### src/rtl/audio_i2s_tx.sv
// audio_i2s_tx: stereo frame FIFO feeding a 64-SCK I2S serialiser, ticked by audio_clk_i.
// Define AUDIO_I2S_LJ_EN to add mode_lj_i for left-justified word-select timing.
module audio_i2s_tx #(
  parameter int SAMPLE_W   = 16,
  parameter int FIFO_DEPTH = 8
) (
  input  logic                          clk_i,
  input  logic                          rst_i,
  input  logic                          audio_clk_i,
  input  logic                          enable_i,
  input  logic                          mono_i,
`ifdef AUDIO_I2S_LJ_EN
  input  logic                          mode_lj_i,
`endif
  input  logic                          inport_tvalid_i,
  input  logic [2*SAMPLE_W-1:0]         inport_tdata_i,
  output logic                          inport_tready_o,
  output logic [$clog2(FIFO_DEPTH):0]   fifo_level_o,
  output logic                          underrun_o,
  output logic                          i2s_sck_o,
  output logic                          i2s_ws_o,
  output logic                          i2s_sdata_o
);
  localparam int AW = $clog2(FIFO_DEPTH);
  typedef enum logic {IDLE, RUN} state_t;
  state_t state, state_d;
  logic [2*SAMPLE_W-1:0] mem [FIFO_DEPTH];
  logic [AW-1:0] wr_ptr, rd_ptr;
  logic [AW:0] level;
  logic [5:0] k, k_inc;
  logic [63:0] shreg, frame;
  logic [SAMPLE_W-1:0] head_l, head_r;
  logic lj_q, lj_d, push, pop, fall, load, leave, empty;
`ifdef AUDIO_I2S_LJ_EN
  assign lj_d = mode_lj_i;
`else
  assign lj_d = 1'b0;
`endif
  assign empty           = level == '0;
  assign inport_tready_o = level != (AW+1)'(FIFO_DEPTH);
  assign fifo_level_o    = level;
  assign push            = inport_tvalid_i && inport_tready_o;
  assign fall            = state == RUN && audio_clk_i && i2s_sck_o;
  assign load            = fall && k == '0 && enable_i;
  assign leave           = fall && k == '0 && !enable_i;
  assign pop             = load && !empty;
  assign k_inc           = k + 6'd1;
  assign head_r          = mem[rd_ptr][SAMPLE_W-1:0];
  assign head_l          = mono_i ? head_r : mem[rd_ptr][2*SAMPLE_W-1:SAMPLE_W];
  // Slots are MSB-aligned in 32 bits; an empty FIFO yields a silent frame.
  assign frame = empty ? '0 : {32'(head_l) << (32 - SAMPLE_W), 32'(head_r) << (32 - SAMPLE_W)};
  always_comb begin
    state_d = state;
    if (state == IDLE && enable_i && !empty) state_d = RUN;
    else if (leave) state_d = IDLE;
  end
  always_ff @(posedge clk_i) begin
    if (rst_i) state <= IDLE;
    else state <= state_d;
  end
  always_ff @(posedge clk_i) begin
    if (push) mem[wr_ptr] <= inport_tdata_i;
  end
  always_ff @(posedge clk_i) begin
    if (rst_i) begin
      wr_ptr      <= '0;
      rd_ptr      <= '0;
      level       <= '0;
      k           <= '0;
      shreg       <= '0;
      lj_q        <= 1'b0;
      underrun_o  <= 1'b0;
      i2s_sck_o   <= 1'b0;
      i2s_ws_o    <= 1'b0;
      i2s_sdata_o <= 1'b0;
    end else begin
      underrun_o <= load && empty;
      if (push) wr_ptr <= wr_ptr + 1'b1;
      if (pop) rd_ptr <= rd_ptr + 1'b1;
      if (push != pop) level <= push ? level + 1'b1 : level - 1'b1;
      if (state == RUN && audio_clk_i) begin
        i2s_sck_o <= !i2s_sck_o;
        if (leave) begin
          i2s_ws_o    <= 1'b0;
          i2s_sdata_o <= 1'b0;
        end else if (i2s_sck_o) begin
          // WS is 0 at k=0 in both formats, so the old lj_q is safe on the load edge.
          i2s_sdata_o <= load ? frame[63] : shreg[63];
          shreg       <= (load ? frame : shreg) << 1;
          i2s_ws_o    <= lj_q ? k[5] : k_inc[5];
          k           <= k_inc;
          if (load) lj_q <= lj_d;
        end
      end
    end
  end
endmodule

### config.mk
export PLATFORM = sky130hd
export DESIGN_NAME = audio_i2s_tx
export DESIGN_NICKNAME = d
export VERILOG_FILES = /design/src/rtl/audio_i2s_tx.sv
export SDC_FILE = /design/constraint.sdc
export NUM_CORES = 1
export LEC_CHECK = 0
export BUFFER_PORTS_ARGS = -buffer_cell sky130_fd_sc_hd__buf_2
export CORE_MARGIN = 2
export CORE_UTILIZATION = 55
export DETAILED_ROUTE_END_ITERATION = 7
export HOLD_SLACK_MARGIN = 0.02
export PLACE_DENSITY = 0.72
export SYNTH_ARGS = -nofsm -noshare
export SYNTH_HDL_FRONTEND = slang
export SYNTH_SLANG_ARGS = --single-unit
### constraint.sdc
create_clock -name clk_i -period 12.4 [get_ports clk_i]
set_clock_uncertainty 0.1 [all_clocks]
set_input_delay 1.24 -clock clk_i [delete_from_list [all_inputs] [get_ports clk_i]]
set_output_delay 1.24 -clock clk_i [all_outputs]
set_load 0.01 [all_outputs]
==> out/qor.yml, run 1 <==
timing:
  relSlewSlack_pct: 14.0
  finalHoldViolations: 0
  clock.fmax_mhz: 313
  rsz0062_at_grt: "false"
  post-route-min-period_ns: 3.19
  worstMarginPinSlew_ns: 1.28
  setup_viol: 0
  fin_ws_ns: 9.21
  tns_ns: 0
  timing.final.crit_share_pct: 25.8
  report.final.slew_viol_count: 0
place:
  portBuffers: 46
  pre_cts_slack_ns: 8.79
  post-place-cells: 1016
  post-dp-hpwl_um: 13500
  place_congestion: 0.771
power_and_ir_drop:
  power_mw: 2.32
  leakage_nw: 4.57
  p_per_area_nw_per_um2: 162
  vdd_drop_max_mv: 0.121
synth:
  ys_seq_elements: 327
  synth_area_leaders: "edfxtp_1, mux4_2, dfxtp_1"
  synth_top_area_share_pct: 60.7
  syn_nets: 758
  synthDistinctLibCells: 45
  ys.flop_type: "edfxtp_1"
  yosys_warnings: 0
  synth_sequential_area_ratio_pct: 72.0
  synth_area_leader_cell: "edfxtp_1"
  synthCells: 713
  syn-cell-area_um2: 12700
  async_reset_ff_share_pct: 0
  synth.avg_cell_area_um2: 17.8
  synth_edf_count: 256
grt:
  grt_pass1_wl_um: 38000
  grt_max_degree: 70
  gr-usage-all-layers_pct: 20.8
  grt_overflow: 0
  first_global_vias: 6595
  grt_antenna_before_repair: 0
route:
  drtIter0Drc: 576
  drcViolationCount: 0
  first_pass_iters: 8
  antenna_left: 0
  routedWlPerCell_um: 23.0
  wirelength_um: 24800
  num_vias: 6605
  viasPerCell: 6.13
setup_path:
  crit_type: "input pin to flip-flop"
  crit_buf_inv: 1
  path_delay_family: "simple AND/OR/NAND/NOR gates"
  rr_endpoint: "shreg[58]"
  startpoint: "audio_clk_i"
  critPathCapture: "fifo_level_o[0]"
  cpMaxStageDelayCell: "nor4_4"
  worst-path-stages: 6
  reg2reg_depth: 6
  worstPathArrival_ns: 3.51
  max_stage_delay_ns: 1.16
  crit_path_end_kind: "flip-flop"
  r2r_slack_ns: 9.21
  worstPathCellList: "buf_2, nand3_1, nor4_4, xnor2_1, and2_1, nor3_1"
  required_ns: 12.72
  cp_max_fo: 22
  cp-start-kind: "input pin"
floorplanning:
  die_area_um2: 24200
  core_um2: 22600
  die_w_um: 156
  io_pins: 47
  die_y_um: 156
  num_rows: 55
  start_util_pct: 55.9
flow_run:
  drv_cap: 0
clock_tree:
  cts_root_buffer: "clkbuf_16"
  clk_latency_ns: 0.51
  clk_pin_slew_ns: 0.06
  cts_buffers: 34
  cts_resized: 0
  clock_sinks: 327
  htreeDepth: 2
  clockBufferDepth: 3
  holdBufCountCts: 0
  cts_tree: "done"
  postCtsSetupBuffers: 0
status:
  status: "finished, final reports clean"
finish:
  seq_area_um2: 9110
  final_cell_mix: "edfxtp_1, dfxtp_1, mux4_2"
  antennaDiodeCount: 0
  stdcell_count: 1077
  area_growth_pct: 13.2
  fill_cells: 1510
  nets: 812
  layout-drive-gt1-share_pct: 25.4
  multi_input_area_um2: 3400
  final_common_cell: "edfxtp_1"
worst_hold_path:
  min_path_type: "flip-flop to flip-flop"
## sequential cells by signal, indices dropped and copies added (netlist names), named ones only
| name | count |
|---|---|
| i2s_sdata_o | 1 |
| i2s_sck_o | 1 |
| k | 6 |
| i2s_ws_o | 1 |
| rd_ptr | 3 |
| state | 1 |
| wr_ptr | 3 |
| underrun_o | 1 |
| shreg | 47 |
| mem | 256 |
| fifo_level_o | 4 |
## metrics by stage
step	util, %	instance area (um^2)	hold WS (ns)
3_3_place_gp	58.4	13200	0.340
3_5_place_dp	58.4	13200	0.358
2_1_floorplan	-	12700	0.332
4_1_cts	63.3	14300	0.366
5_1_grt	63.3	14300	0.388
6_report	63.3	14300	0.366
## cells in the mapped netlist (2+ instances only)
library cell	instances
edfxtp_1	256
dfxtp_1	71
mux4_2	64
nor2_1	56
mux2i_1	40
nand2_1	38
a21oi_1	23
a22oi_1	20
clkbuf_1	20
buf_2	15
a222oi_1	12
nand3_1	9
o2bb2ai_2	7
xnor2_1	7
ha_1	6
xor2_1	6
a211oi_1	5
buf_1	5
mux2_2	5
nor3_1	5
o2bb2ai_1	5
inv_1	4
nand2b_1	3
a21o_1	2
a221oi_1	2
a31oi_1	2
and2_1	2
and3_1	2
buf_6	2
nor4_1	2
o21ai_0	2
o21ai_1	2
## worst register-to-register path, stage by stage (launching register included)
cell      delay (ns)
dfxtp_4         0.73
buf_4           0.66
mux4_2          0.62
mux2i_1         0.36
mux2i_1         0.14
a222oi_1        0.33
nor2_1          0.10
## logic make-up after synthesis
family,share of synthesized area (%)
simple gates,4.39
mux,15.0
flops,72.0
fa+ha+maj,0.751
xor+xnor,0.899
compound gates,5.22
buf+inv,1.79
## worst min-delay path by stage
stage,cells past startpoint,to,startpoint
after detailed placement,2,shreg[21],shreg[21]
after floorplan,2,shreg[29],shreg[29]
after global routing,2,shreg[27],shreg[27]
final,2,shreg[21],shreg[21]
after CTS,2,shreg[21],shreg[21]
after global placement,2,shreg[21],shreg[21]
## area by class of cell
| cell class | count | area share (%) |
|---|---|---|
| Tap cell | 285 | 2.49 |
| Clock buffer | 48 | 6.62 |
| Timing Repair Buffer | 61 | 2.39 |
| Inverter | 4 | 0.105 |
| Sequential cell | 327 | 63.6 |
| Clock inverter | 13 | 1.10 |
| Multi-Input combinational cell | 339 | 23.7 |
## per-layer routing
| metal | vias to the layer above | share of wire (%) | global-route usage, % |
|---|---|---|---|
| met1 | 3403 | 42 | 28.3 |
| li1 | 2955 | - | - |
| met3 | 42 | 5.1 | 3.14 |
| met4 | 0 | 2.9 | 8.08 |
| met2 | 205 | 50 | 34.5 |
| met5 | - | 0 | 0 |
## where the power goes
part           leakage, nW  internal (mW)  switching, mW
Sequential            2.90           1.21         0.0121
Combinational         1.13         0.0391         0.0654
Clock                0.532          0.599          0.395
Power figures use the tool's default switching activity.
==> run 2: changes to the inputs <==
--- a/config.mk
+++ b/config.mk
@@ -5,6 +5,7 @@
 export SDC_FILE = /design/constraint.sdc
 export NUM_CORES = 1
 export LEC_CHECK = 0
+export ABC_AREA = 1
 export BUFFER_PORTS_ARGS = -buffer_cell sky130_fd_sc_hd__buf_2
 export CORE_MARGIN = 2
 export CORE_UTILIZATION = 55
==> constraint.sdc (replaced) <==
create_clock -name clk_i -period 3.1 [get_ports clk_i]
set_clock_uncertainty 0.1 [all_clocks]
set_input_delay 0.31 -clock clk_i [delete_from_list [all_inputs] [get_ports clk_i]]
set_output_delay 0.31 -clock clk_i [all_outputs]
set_load 0.01 [all_outputs]
==> run 2 against run 1 <==
Net effect:
- critical path type is now flip-flop to flip-flop
- wire length is 24% higher
- worst setup slack got worse by 8.6 ns
- highest routed layer unchanged
- largest power group unchanged
- register-to-register slack worse by 8.6 ns
- via count rose by 46%
- die area up 8.3%
- sequential power increased to 4.0 times the previous value
- global-route usage is 2.9 points higher
- total power grew to 4.2 times the previous value
==> out/qor.yml, run 2 <==
status:
  status: "finished, final reports clean"
worst_hold_path:
  worstHoldPathCells: 1
  min_path_type: "input pin to flip-flop"
timing:
  finalHoldViolations: 0
  tns_ns: 0
  timing.final.crit_share_pct: 80.6
  holdWs_ns: 0.0284
  clock.fmax_mhz: 400
  report.final.slew_viol_count: 0
  relSlewSlack_pct: 27.3
  worstMarginPinSlew_ns: 1.09
  rsz0062_at_grt: "false"
  post-route-min-period_ns: 2.50
  setup_viol: 0
route:
  first_pass_iters: 7
  num_vias: 9652
  drcViolationCount: 0
  antenna_left: 0
  wirelength_um: 30800
  viasPerCell: 5.40
  drtIter0Drc: 1058
  routedWlPerCell_um: 17.2
setup_path:
  rr_endpoint: "mem[0][20]"
  r2r_slack_ns: 0.60
  r2r_start: "fifo_level_o[0]"
  worstPathCellList: "nor2_1, nand3_1, nand2_1, inv_1, nand2_1, nor2_4, buf_4"
  critPathCapture: "mem[0][20]"
  worstPathArrival_ns: 2.62
  cp-start-kind: "flip-flop"
  path_common_cell: "nand2_1"
  max_stage_delay_ns: 0.43
  required_ns: 3.22
  cp_max_fo: 13
  reg2reg_depth: 7
  startpoint: "fifo_level_o[0]"
  crit_type: "flip-flop to flip-flop"
  cpMaxStageDelayCell: "dfxtp_1"
  crit_path_end_kind: "flip-flop"
finish:
  reg_top3: "mem (256), shreg (47), k (6)"
  fill_cells: 1839
  final_common_cell: "nand2_1"
  nets: 1482
  largest_reg_flops: 256
  layout-drive-gt1-share_pct: 10.5
  regMostFlops: "mem"
  final_cell_mix: "nand2_1, edfxtp_1, nand3_1"
  area_growth_pct: 14.8
grt:
  grt_overflow: 0
  grt_max_degree: 129
  grt_pass1_wl_um: 48000
  gr-usage-all-layers_pct: 23.8
  grt_antenna_before_repair: 1
  first_global_vias: 8896
synth:
  async_reset_ff_share_pct: 0
  synth_top_area_share_pct: 55.9
  synthDistinctLibCells: 32
  yosysMostFrequentCell: "nand2_1"
  synth_sequential_area_ratio_pct: 66.3
  syn-cell-area_um2: 13700
  synth_area_leaders: "edfxtp_1, dfxtp_1, nand2_1"
  synth_common_cells: "nand2_1, edfxtp_1, nand3_1"
  synth_edf_count: 256
  synthCells: 1381
  syn_nets: 1426
  yosys_warnings: 0
  synth_area_leader_cell: "edfxtp_1"
  ys_seq_elements: 327
  ys.flop_type: "edfxtp_1"
  synth.avg_cell_area_um2: 9.95
clock_tree:
  clk_pin_slew_ns: 0.06
  holdBufCountCts: 28
  postCtsSetupBuffers: 0
  cts_tree: "done"
  clockBufferDepth: 3
  cts_buffers: 35
  htreeDepth: 2
  clock_sinks: 327
  cts_root_buffer: "clkbuf_16"
  cts_resized: 0
  clk_latency_ns: 0.53
flow_run:
  drv_cap: 0
power_and_ir_drop:
  leakage_nw: 6.23
  vdd_drop_max_mv: 0.478
  p_per_area_nw_per_um2: 613
  power_mw: 9.68
floorplanning:
  die_y_um: 162
  io_pins: 47
  start_util_pct: 56.3
  core_um2: 24400
  die_area_um2: 26300
  die_w_um: 162
  num_rows: 57
place:
  post-dp-hpwl_um: 18600
  place_congestion: 0.861
  portBuffers: 46
-- run 2: worst min path at each step --
stage | slack (ns) | end | startpoint
5_1_grt | 0.03 | mem[4][31] | inport_tdata_i[31]
4_1_cts | 0.03 | mem[6][31] | inport_tdata_i[31]
3_5_place_dp | 0.35 | shreg[39] | shreg[39]
6_report | 0.03 | mem[6][31] | inport_tdata_i[31]
3_3_place_gp | 0.35 | shreg[44] | shreg[44]
2_1_floorplan | 0.31 | mem[0][0] | inport_tdata_i[0]
-- run 2: layout make-up --
cell class              instances  area, um^2  area share (%)
clock buffers                  40         917            5.81
multi-input cells             822        3760            23.8
clock inverters                23         263            1.66
repair buffers                 95         731            4.63
well taps                     324         405            2.57
diodes                          1        2.50          0.0159
flip-flops and latches        327        9110            57.7
inverters                     156         587            3.72
-- run 2: layer usage --
| layer | GRT usage [%] | vias up | wire length [um] |
|---|---|---|---|
| met5 | 0 | - | 0 |
| met4 | 6.72 | 0 | 613 |
| met3 | 4.09 | 43 | 2440 |
| met2 | 35.8 | 364 | 13900 |
| met1 | 35.9 | 4556 | 13800 |
| li1 | - | 4689 | - |
-- run 2: critical path, delay by kind of cell, from the launching register on --
kind          cells  cell delay, ns
buf+inv           2            0.52
flops             1            0.43
simple gates      5            1.15
-- run 2: metrics by stage --
stage | util, % | cell area, um^2 | setup slack (ns) | cells
2_1_floorplan | - | 13700 | 0.0942 | 1381
3_3_place_gp | 58.7 | 14300 | 0.732 | 1696
3_5_place_dp | 58.7 | 14300 | 0.637 | 1696
4_1_cts | 64.7 | 15800 | 0.630 | 1787
5_1_grt | 64.7 | 15800 | 0.412 | 1787
6_report | 64.7 | 15800 | 0.601 | 1788
-- run 2: logic make-up after synthesis --
kind of cell / count (synthesis) / synth area share, %
buffers and inverters: 232 / 6.77
and+or+nand+nor: 674 / 20.6
AOI/OAI and AO/OA: 137 / 5.39
xor gates and xnor gates: 4 / 0.255
DFF: 327 / 66.3
adders and majority gates: 7 / 0.692
-- run 2: where the power goes --
part / leakage, nW / internal (mW) / switching [mW]
logic: 2.77 / 0.171 / 0.365
registers: 2.90 / 4.87 / 0.0453
clock network: 0.561 / 2.50 / 1.72
total: 6.23 / 7.54 / 2.13
